`config.mk`:
```
export PLATFORM = sky130hd
export DESIGN_NAME = minmax_tracker
export DESIGN_NICKNAME = d
export VERILOG_FILES = /design/src/rtl/minmax_tracker_pkg.sv /design/src/rtl/minmax_tracker_sign_cmp16.sv /design/src/rtl/minmax_tracker.sv
export SDC_FILE = /design/constraint.sdc
export NUM_CORES = 1
export LEC_CHECK = 0
export ABC_AREA = 0
export BUFFER_PORTS_ARGS = -buffer_cell sky130_fd_sc_hd__buf_2
export CAP_MARGIN = 20
export CORE_ASPECT_RATIO = 1.1
export CORE_UTILIZATION = 53
export DETAILED_ROUTE_END_ITERATION = 6
export PLACE_DENSITY = 0.89
export SETUP_SLACK_MARGIN = 0.15
export SYNTH_ARGS = -nofsm -noshare
export SYNTH_HDL_FRONTEND = slang
export SYNTH_SLANG_ARGS = --single-unit
```
`constraint.sdc`:
```
create_clock -name clk -period 3.35 [get_ports clk]
set_input_delay 1.005 -clock clk [delete_from_list [all_inputs] [get_ports clk]]
set_output_delay 1.005 -clock clk [all_outputs]
set_load 0.005 [all_outputs]
```
`src/rtl/minmax_tracker_pkg.sv`:
```
// Shared types and constants for the min/max frame tracker.
package minmax_tracker_pkg;

    localparam int unsigned DATA_W        = 16;
    localparam int unsigned MAX_FRAME_LEN = 256;
    localparam int unsigned CNT_W         = $clog2(MAX_FRAME_LEN + 1);
    localparam int unsigned IDX_W         = $clog2(MAX_FRAME_LEN);

    typedef logic signed [DATA_W-1:0] sample_t;

    typedef enum logic [1:0] {
        StIdle,
        StAccum,
        StDone
    } state_e;

endpackage

```
`src/rtl/minmax_tracker_sign_cmp16.sv`:
```
// Signed 16-bit magnitude comparator: flags a < b and a > b.
module sign_cmp16
    import minmax_tracker_pkg::*;
(
    input  sample_t a_i,
    input  sample_t b_i,
    output logic    lt_o,
    output logic    gt_o
);

    always_comb begin
        lt_o = (a_i < b_i);
        gt_o = (a_i > b_i);
    end

endmodule

```
`src/rtl/minmax_tracker.sv`:
```
// Tracks signed min/max (and optionally their positions) over frames of samples.
// Position tracking is compiled in only when MINMAX_TRACKER_IDX_EN is defined.
module minmax_tracker
    import minmax_tracker_pkg::*;
#(
    parameter int unsigned FRAME_LEN = 8
) (
    input  logic             clk,
    input  logic             rst_n,
    input  logic             in_valid,
    output logic             in_ready,
    input  sample_t          in_data,
    input  logic             in_last,
    output logic             out_valid,
    input  logic             out_ready,
    output sample_t          out_min,
    output sample_t          out_max,
    output logic [IDX_W-1:0] out_min_idx,
    output logic [IDX_W-1:0] out_max_idx,
    output logic [CNT_W-1:0] out_count
);

    localparam logic [CNT_W-1:0] FrameLenC = CNT_W'(FRAME_LEN);

    state_e           state_q, state_d;
    sample_t          min_q, min_d;
    sample_t          max_q, max_d;
    logic [CNT_W-1:0] count_q, count_d;
    logic             ready_q;
    logic             accept;
    logic             min_lt, min_gt_unused;
    logic             max_lt_unused, max_gt;

    sign_cmp16 u_cmp_min (
        .a_i  (in_data),
        .b_i  (min_q),
        .lt_o (min_lt),
        .gt_o (min_gt_unused)
    );

    sign_cmp16 u_cmp_max (
        .a_i  (in_data),
        .b_i  (max_q),
        .lt_o (max_lt_unused),
        .gt_o (max_gt)
    );

    // ready_q holds in_ready low until the first edge after reset release.
    assign in_ready  = ready_q && (state_q != StDone);
    assign accept    = in_valid && in_ready;
    assign out_valid = (state_q == StDone);
    assign out_min   = min_q;
    assign out_max   = max_q;
    assign out_count = count_q;

    always_comb begin
        state_d = state_q;
        min_d   = min_q;
        max_d   = max_q;
        count_d = count_q;
        unique case (state_q)
            StIdle: begin
                if (accept) begin
                    min_d   = in_data;
                    max_d   = in_data;
                    count_d = CNT_W'(1);
                    state_d = (in_last || FrameLenC == CNT_W'(1)) ? StDone : StAccum;
                end
            end
            StAccum: begin
                if (accept) begin
                    if (min_lt) min_d = in_data;
                    if (max_gt) max_d = in_data;
                    count_d = count_q + CNT_W'(1);
                    if (in_last || count_d == FrameLenC) state_d = StDone;
                end
            end
            StDone: begin
                if (out_ready) state_d = StIdle;
            end
            default: state_d = StIdle;
        endcase
    end

    always_ff @(posedge clk or negedge rst_n) begin
        if (!rst_n) begin
            state_q <= StIdle;
            min_q   <= '0;
            max_q   <= '0;
            count_q <= '0;
            ready_q <= 1'b0;
        end else begin
            state_q <= state_d;
            min_q   <= min_d;
            max_q   <= max_d;
            count_q <= count_d;
            ready_q <= 1'b1;
        end
    end

`ifdef MINMAX_TRACKER_IDX_EN
    logic [IDX_W-1:0] min_idx_q, min_idx_d;
    logic [IDX_W-1:0] max_idx_q, max_idx_d;

    // Position of the incoming sample equals the count before it is accepted.
    always_comb begin
        min_idx_d = min_idx_q;
        max_idx_d = max_idx_q;
        if (accept) begin
            if (state_q == StIdle) begin
                min_idx_d = '0;
                max_idx_d = '0;
            end else begin
                if (min_lt) min_idx_d = count_q[IDX_W-1:0];
                if (max_gt) max_idx_d = count_q[IDX_W-1:0];
            end
        end
    end

    always_ff @(posedge clk or negedge rst_n) begin
        if (!rst_n) begin
            min_idx_q <= '0;
            max_idx_q <= '0;
        end else begin
            min_idx_q <= min_idx_d;
            max_idx_q <= max_idx_d;
        end
    end

    assign out_min_idx = min_idx_q;
    assign out_max_idx = max_idx_q;
`else
    assign out_min_idx = '0;
    assign out_max_idx = '0;
`endif

endmodule

```
Word-level counts from Yosys, hierarchy flattened
Cells that the tools add are included.
- bits in registers: 44
- input port bits: 21
- word-level logic and storage cells: 43
- output and inout port bits: 59
- eq/ne operators: 10
- mux-type cells: 16
- reductions and logical operators: 9
- magnitude comparators: 2
- add/sub/neg operators: 1
- operator list (cell ; count):
    2-to-1 mux 16 bit ; 5
    one-hot mux 16 bit (2 select lines) ; 2
    2-to-1 mux 9 bit ; 2
    one-hot mux 9 bit (2 select lines) ; 1
    > comparator 16 bit ; 1
    less-than comparator 16 bit ; 1
    != test 2 bit, second input constant ; 6
    AND reduction 4 bit ; 3
    2-to-1 mux 2 bit ; 5
    adder 9 x 1 -> 9 bit, second input constant ; 1
    equality test 9 x 4 -> 1 bit, second input constant ; 1
    one-hot mux 2 bit (3 select lines) ; 1
    AND reduction 3 bit ; 1
    equality test 2 x 1 -> 1 bit, second input constant ; 1
    equality test 2 bit, second input constant ; 1
    logical AND 1 bit ; 2
    zero test 2 bit ; 1
    != test 2 x 1 -> 1 bit, second input constant ; 1
    nonzero test 2 bit ; 1
    logical OR 1 bit ; 1

Longest topological paths before layout
Gate-level depths: netlist of the first run.
- word-level depth: 6
- depth in mapped cells: 9
- gate-level depth less buffers: 8

Modules after synthesis
Synthesis of the first run repeated with hierarchy kept, for this count alone.
- cell total of the unflattened synthesis: 285
- area, all modules: 2936.6 sq um
- by module, submodules not included (module ; seq. area each (sq um) ; area each (sq um) ; times used ; cells each):
    minmax_tracker ; 1101.1 ; 2035.7 ; 1 ; 163
    sign_cmp16 ; 0.0 ; 450.4 ; 2 ; 61

Worst setup path after synthesis of the first run
Ideal clock, no wire load.
- path type: in2reg
- start: input port in_data[9]
- end: register max_q[10] (netlist: out_max[10])
- setup slack: 0.359 ns
- data arrival time: 2.866 ns
- buffers on the path: 1
- data required time: 3.225 ns
- cell stages on the path: 8
- setup time: 0.125 ns
- path through: ha_1 a21o_1 nand3_1 a21oi_1 nor4_2 mux2i_4 buf_6 mux2_4
- longest elaborated chain between the ends: 3
- ends and longest elaborated chain (item ; RTL line ; RTL):
    from (decl) ; minmax_tracker.sv:12 ; input sample_t in_data,
    > comparator 16 bit ; minmax_tracker_sign_cmp16.sv:13 ; gt_o = (a_i > b_i);
    != test 2 bit (no line) ; - ;
    AND reduction 4 bit (no line) ; - ;
    to (signal assigned) ; minmax_tracker.sv:95 ; max_q <= max_d;
    to (decl) ; minmax_tracker.sv:27 ; sample_t max_q, max_d;
No other way between the ends.
A chain may end at the register's enable or synchronous reset.

Final worst setup path of the first run
- start: input port in_data[1]
- end: register min_q[11] (netlist: out_min[11])
- longest elaborated chain between the ends: 3
- ends and longest elaborated chain (item ; RTL line ; RTL):
    less-than comparator 16 bit ; minmax_tracker_sign_cmp16.sv:12 ; lt_o = (a_i < b_i);
    != test 2 bit (no line) ; - ;
    AND reduction 4 bit (no line) ; - ;
    to (signal assigned) ; minmax_tracker.sv:94 ; min_q <= min_d;
    to (decl) ; minmax_tracker.sv:26 ; sample_t min_q, min_d;
No other way between the ends.

==> run metrics, run 1 <==
status complete, no violations; vias in the first global route 2,248; gr usage total 24.2%; Initial Util 56.2%; HPWL Detailed 4740 µm; core area 5130 µm²; DR vias 2,288; most frequent cells in the layout buf_2, dfrtp_1, inv_1, ha_1, nand2_1; Non-Filler Instances 431; htree depth 2; I/O Pins 80; CP Cell Sequence buf_2, ha_1, a2111oi_1, nor4b_1, o31ai_1, a21oi_4, buf_12, mux2_1; Routed Antenna Nets 0; Finish-stage setup viols 0; Synth Instances 275; maximum vdd drop 0.000387 V; Synth Flop Type dfrtp_1; reg2reg path depth 8; WL final 6580 µm; Synth Area in Adders 13.9%; Max Clock Skew 0.00448 ns; unrepaired setup endpoints after global routing no; TritonRoute pass-1 iters 4; Die Wd 72.3 µm; Fin Hold WS 0.501 ns; CTS root buffer clkbuf_8; CP delay by family, top compound AO/OA/AOI/OAI gates; Req. time, crit path 3.53 ns; Final Max Slew Viols 0; hold crit path type in -> async; number of synthesized register bits 44; post-synthesis async set-or-reset flop share 100%; part of the Yosys area used for sequential elements 38.2%; initial antenna violation count 0; placed instance count 420; Synth Area in Compound Gates 10.5%; Final Hold Viols 0; Pwr Total 2.64 mW; stages on the worst setup path 8; post-synthesis mux area share 15.9%; Critical Path Sink Type register; Final Cell Area 3470 µm²; xor-xnor portion of the synthesized cell area 0.304%; commonest non-fill, non-tap cell in the layout buf_2; clk_lat worst skew 0.30 ns; DRC viols 0; worst-margin pin slew 0.705 ns; share of synthesized cell area in and, or, nand and nor gates 11.1%; hold_buf cts 0; first-pass GRT wire length 10,700 µm; Num Clock Sinks 44; Slew HR 52.9%; Num CTS Buffers 5; Critical Path Slowest Stage Cell a2111oi_1; P_leak 1.88 nW; routed len/inst 15.3 µm; Final period util 90.3%; TritonCTS clock tree built; Critical Path Start Type input pin; max incr delay on CP 0.64 ns; FF+latch area 1100 µm²; DR iter-0 viols 58; largest family of logic cells by synthesized area multiplexers; Area growth syn-to-layout 20.3%; Synth cell types 48; crit-path max FO 13; WS Path Type in -> reg; Synth Warn # 0; Max Cap Violations 0; Worst-path clk slew 0.09 ns; Clock Path Buffers 2; die height 79.4 µm; row cnt 27; Filler cells 397; Synth Area per Inst 10.5 µm²; post-route minimum period 3.02 ns; pin count of the biggest net entering global routing 45; WP buf/inv 2; via density per instance 5.31; max frequency 331 MHz; synthesized cell area 2880 µm²; die area 5740 µm²; layout cells sized above 1 31.2%; Register-to-Register Setup Slack 0.74 ns; Post-synth EDFFs 0; Placement Cell Area 3310 µm²; power per cell area 762 nW/µm²; Port Buffers 63; Placer Congestion 0.879; Overflow after GRT 0; final setup TNS 0 ns; ANT cells 0; WP data arrival 3.21 ns; area of the multi-input gates 1570 µm²; Nets 411
## sequential cells by signal (all words and copies together) (netlist names)
signal	count
out_max	16
out_min	16
out_count	9
state_q	2
ready_q	1
## synth_stat cells, drive strengths merged, types with 2 or more instances
| master | count | area share, % |
|---|---|---|
| nor4b | 2 | 0.61 |
| nor2 | 4 | 0.52 |
| nand3 | 7 | 1.2 |
| or2 | 2 | 0.43 |
| or3 | 2 | 0.43 |
| conb | 2 | 0.26 |
| dfrtp | 44 | 38 |
| o21ai | 8 | 1.4 |
| and4 | 2 | 0.61 |
| nor3 | 3 | 0.52 |
| mux2 | 32 | 15 |
| a21oi | 12 | 2.2 |
| ha | 32 | 14 |
| and2 | 3 | 0.65 |
| nand2 | 27 | 3.5 |
| buf | 19 | 5.1 |
| a211oi | 2 | 0.69 |
| inv | 35 | 4.6 |
| nand4 | 4 | 0.87 |
| nor2b | 3 | 0.65 |
| o21bai | 3 | 0.78 |
| o31ai | 5 | 1.3 |
| a21o | 4 | 1.0 |
## final cells by class
| type | instances | area share (%) |
|---|---|---|
| clock buffers | 6 | 2.09 |
| clock inverters | 2 | 1.01 |
| inverters | 35 | 3.79 |
| multi-input cells | 191 | 45.1 |
| flip-flops and latches | 44 | 31.7 |
| well taps | 72 | 2.60 |
| repair buffers | 81 | 13.7 |
## path summary, 6_finish.rpt
path                                              from                       to
min in group clk                out_max[3]$_DFFE_PN0P_   out_max[3]$_DFFE_PN0P_
worst min register to register  out_max[3]$_DFFE_PN0P_   out_max[3]$_DFFE_PN0P_
worst max-delay path                        in_data[1]  out_min[11]$_DFFE_PN0P_
max in group asynchronous                        rst_n   out_min[3]$_DFFE_PN0P_
worst max register to register  out_min[1]$_DFFE_PN0P_  out_min[11]$_DFFE_PN0P_
worst min-delay path                             rst_n  out_max[15]$_DFFE_PN0P_
## report_power, final
part / switching, mW / total, mW / leakage [nW] / internal (mW)
Sequential: 0.197 / 0.946 / 0.537 / 0.749
Combinational: 0.587 / 1.28 / 1.29 / 0.697
Clock: 0.192 / 0.413 / 0.0552 / 0.222
Total: 0.976 / 2.64 / 1.88 / 1.67
## cells by family (layout without fill, tap and decap cells)
family,after synthesis,in the layout
flip-flops,44,44
buffers and inverters,55,124
other,2,17
AO/OA/AOI/OAI,45,45
multiplexers,33,33
AND/OR/NAND/NOR,63,63
adder cells (fa/ha/maj),32,32
XOR/XNOR,1,1
## layer usage
| layer | track usage (%) | vias up | wire length [µm] |
|---|---|---|---|
| met1 | 30.9 | 1100 | 2810 |
| met4 | 9.41 | 0 | 204 |
| met2 | 40.7 | 76 | 3280 |
| met3 | 4.19 | 20 | 279 |
| li1 | - | 1092 | - |
| met5 | 0 | - | 0 |
## per-stage QoR
| stage | util [%] | setup slack [ns] |
|---|---|---|
| after floorplan | - | 0.359 |
| after global placement | 64.4 | -0.172 |
| after detailed placement | 64.4 | -0.256 |
| after CTS | 66.7 | 0.202 |
| after global routing | 67.6 | 0.249 |
| final | 67.6 | 0.326 |
## what timing repair did
item / 4_1_cts / 5_1_grt
endpoints found under the setup margin: 16 / 6
resized for setup: 2 / 0
pin swaps: 0 / 0
setup buffers: 0 / 2
endpoints found under the hold margin: 0 / 0
Note: power is estimated with default switching activity, not from simulation.
==> run 2, diff against run 1 <==
- BUFFER_PORTS_ARGS: -buffer_cell sky130_fd_sc_hd__buf_2 -> not set
- CELL_PAD_IN_SITES_DETAIL_PLACEMENT: not set -> 0
- CELL_PAD_IN_SITES_GLOBAL_PLACEMENT: not set -> 2
- CORE_UTILIZATION: 53 -> 39
- DONT_BUFFER_PORTS: not set -> 1
- GPL_ROUTABILITY_DRIVEN: not set -> 0
- PLACE_DENSITY: 0.89 -> 0.87
==> run metrics, run 2 (synthesized netlist as in run 1, its figures left out) <==
status complete, but fails checks; failing checks design-rule violations; most frequent cells in the layout dfrtp_1, inv_1, ha_1, nand2_1, mux2_4; worst-margin pin slew 0.501 ns (-0.204 ns); Max Clock Skew 0.0103 ns (+0.00584 ns); HPWL Detailed 4450 µm (-6.1%); crit-path max FO 10 (-3); CP Cell Sequence ha_1, and4_1, and2_1, nor4b_1, o31ai_1, a21oi_2, buf_12, mux2_4; DRC viols 8 (+8); final setup TNS 0 ns (unchanged); WL final 5720 µm (-13%); die area 7740 µm² (+35%); initial antenna violation count 0 (unchanged); hold crit path type in -> async; max incr delay on CP 0.40 ns (-0.24 ns); Clock Path Buffers 2 (unchanged); core area 7090 µm² (+38%); via density per instance 5.19 (-2.2%); WP buf/inv 1 (-1); vias in the first global route 1,878 (-16%); ANT cells 0 (unchanged); Finish-stage setup viols 0 (unchanged); WS Path Type in -> reg; max frequency 359 MHz (+8.5%); Req. time, crit path 3.52 ns (about the same); WP data arrival 2.96 ns (-0.25 ns); first-pass GRT wire length 9520 µm (-11%); Pwr Total 2.33 mW (-12%); CTS root buffer clkbuf_8; Critical Path Slowest Stage Cell a21oi_2; unrepaired setup endpoints after global routing no; Die Wd 84.0 µm (+16%); gr usage total 15.5% (-8.7 points); Worst-path clk slew 0.09 ns (about the same); Initial Util 40.7% (-15 points); layout cells sized above 1 13.6% (-18 points); row cnt 32 (+19%); Final Core Density 43.4% (-24 points); DR vias 1,927 (-16%); post-CTS setup buffers 0 (unchanged); htree depth 2 (unchanged); Num CTS Buffers 5 (unchanged); Critical Path Sink Type register; Slew HR 66.6% (+14 points); Routed Antenna Nets 0 (unchanged); DR iter-0 viols 75 (+29%); Num Clock Sinks 44 (unchanged); power per cell area 759 nW/µm² (-0.38%); die height 92.2 µm (+16%); TritonCTS clock tree built; Filler cells 694 (+75%); Overflow after GRT 0 (unchanged); Post-CTS Resized 0 (-2); maximum vdd drop 0.000194 V (-50%); Port Buffers 0 (-100%); hold_buf cts 0 (unchanged); pin count of the biggest net entering global routing 45 (unchanged); commonest non-fill, non-tap cell in the layout dfrtp_1; P_leak 1.56 nW (-17%); clk_lat worst skew 0.29 ns (about the same); I/O Pins 80 (unchanged); Final Max Slew Viols 0 (unchanged); CP delay by family, top simple AND/OR/NAND/NOR gates; TritonRoute pass-1 iters 6 (+2); Nets 338 (-18%); Max Cap Violations 0 (unchanged); Area growth syn-to-layout 6.64%; routed len/inst 15.4 µm (+0.98%); post-route minimum period 2.79 ns (-0.237 ns); Final period util 83.2% (-7.1 points); Final Hold Viols 0 (unchanged); Critical Path Start Type input pin
run 2: cell types whose count changed in the layout (fill, tap and decap cells not counted), sizes merged:
cell | before | now
buf | 81 | 8
run 2: final timing paths:
kind / slack (ns) / endpoint / cells past startpoint / from
setup / recovery: 0.56 / out_min[1]$_DFFE_PN0P_ / 8 / in_data[15]
hold / removal: 0.39 / out_max[9]$_DFFE_PN0P_ / 0 / rst_n
max in group asynchronous: 2.86 / out_min[1]$_DFFE_PN0P_ / 0 / rst_n
setup reg to reg: 0.77 / out_min[1]$_DFFE_PN0P_ / 9 / out_min[15]$_DFFE_PN0P_
min in group clk: 0.55 / out_max[4]$_DFFE_PN0P_ / 1 / out_max[4]$_DFFE_PN0P_
hold reg to reg: 0.55 / out_max[4]$_DFFE_PN0P_ / 1 / out_max[4]$_DFFE_PN0P_
run 2: worst reg2reg max path, stage by stage, from the launching register on:
cell	delay [ns]
dfrtp_1	0.43
inv_1	0.06
ha_1	0.30
and4_1	0.21
and2_1	0.14
nor4b_1	0.25
o31ai_1	0.13
a21oi_2	0.40
buf_12	0.22
mux2_4	0.31
run 2: per-layer routing:
metal / wire [µm] / GRT usage [%] / vias up / part of all wire, %
li1: - / - / 941 / -
met3: 305 / 4.23 / 5 / 5.3
met5: 0 / 0 / - / 0
met1: 2550 / 19.2 / 932 / 45
met4: 50 / 4.31 / 0 / 0.87
met2: 2810 / 26.3 / 49 / 49
run 2: area by class of cell:
class	instances	area, µm²	area share (%)
Multi-Input combinational cell	191	1560	50.6
Sequential cell	44	1100	35.8
Inverter	35	131	4.27
Tap cell	85	106	3.46
Clock buffer	6	72.6	2.36
Timing Repair Buffer	8	72.6	2.36
Clock inverter	2	35.0	1.14
run 2: stage by stage:
step / setup slack (ns) / cell area, µm² / instances / hold WS, ns
floorplan: 0.359 / 2940 / 290 / 0.496
global placement: 0.266 / 2970 / 363 / 0.528
detailed placement: 0.207 / 2970 / 363 / 0.535
CTS: 0.514 / 3080 / 371 / 0.387
global route: 0.355 / 3080 / 371 / 0.376
finish: 0.563 / 3080 / 371 / 0.393
run 2: power by group:
group	internal [mW]	switching [mW]
logic	0.525	0.410
registers	0.749	0.242
clock network	0.222	0.185
total	1.50	0.837
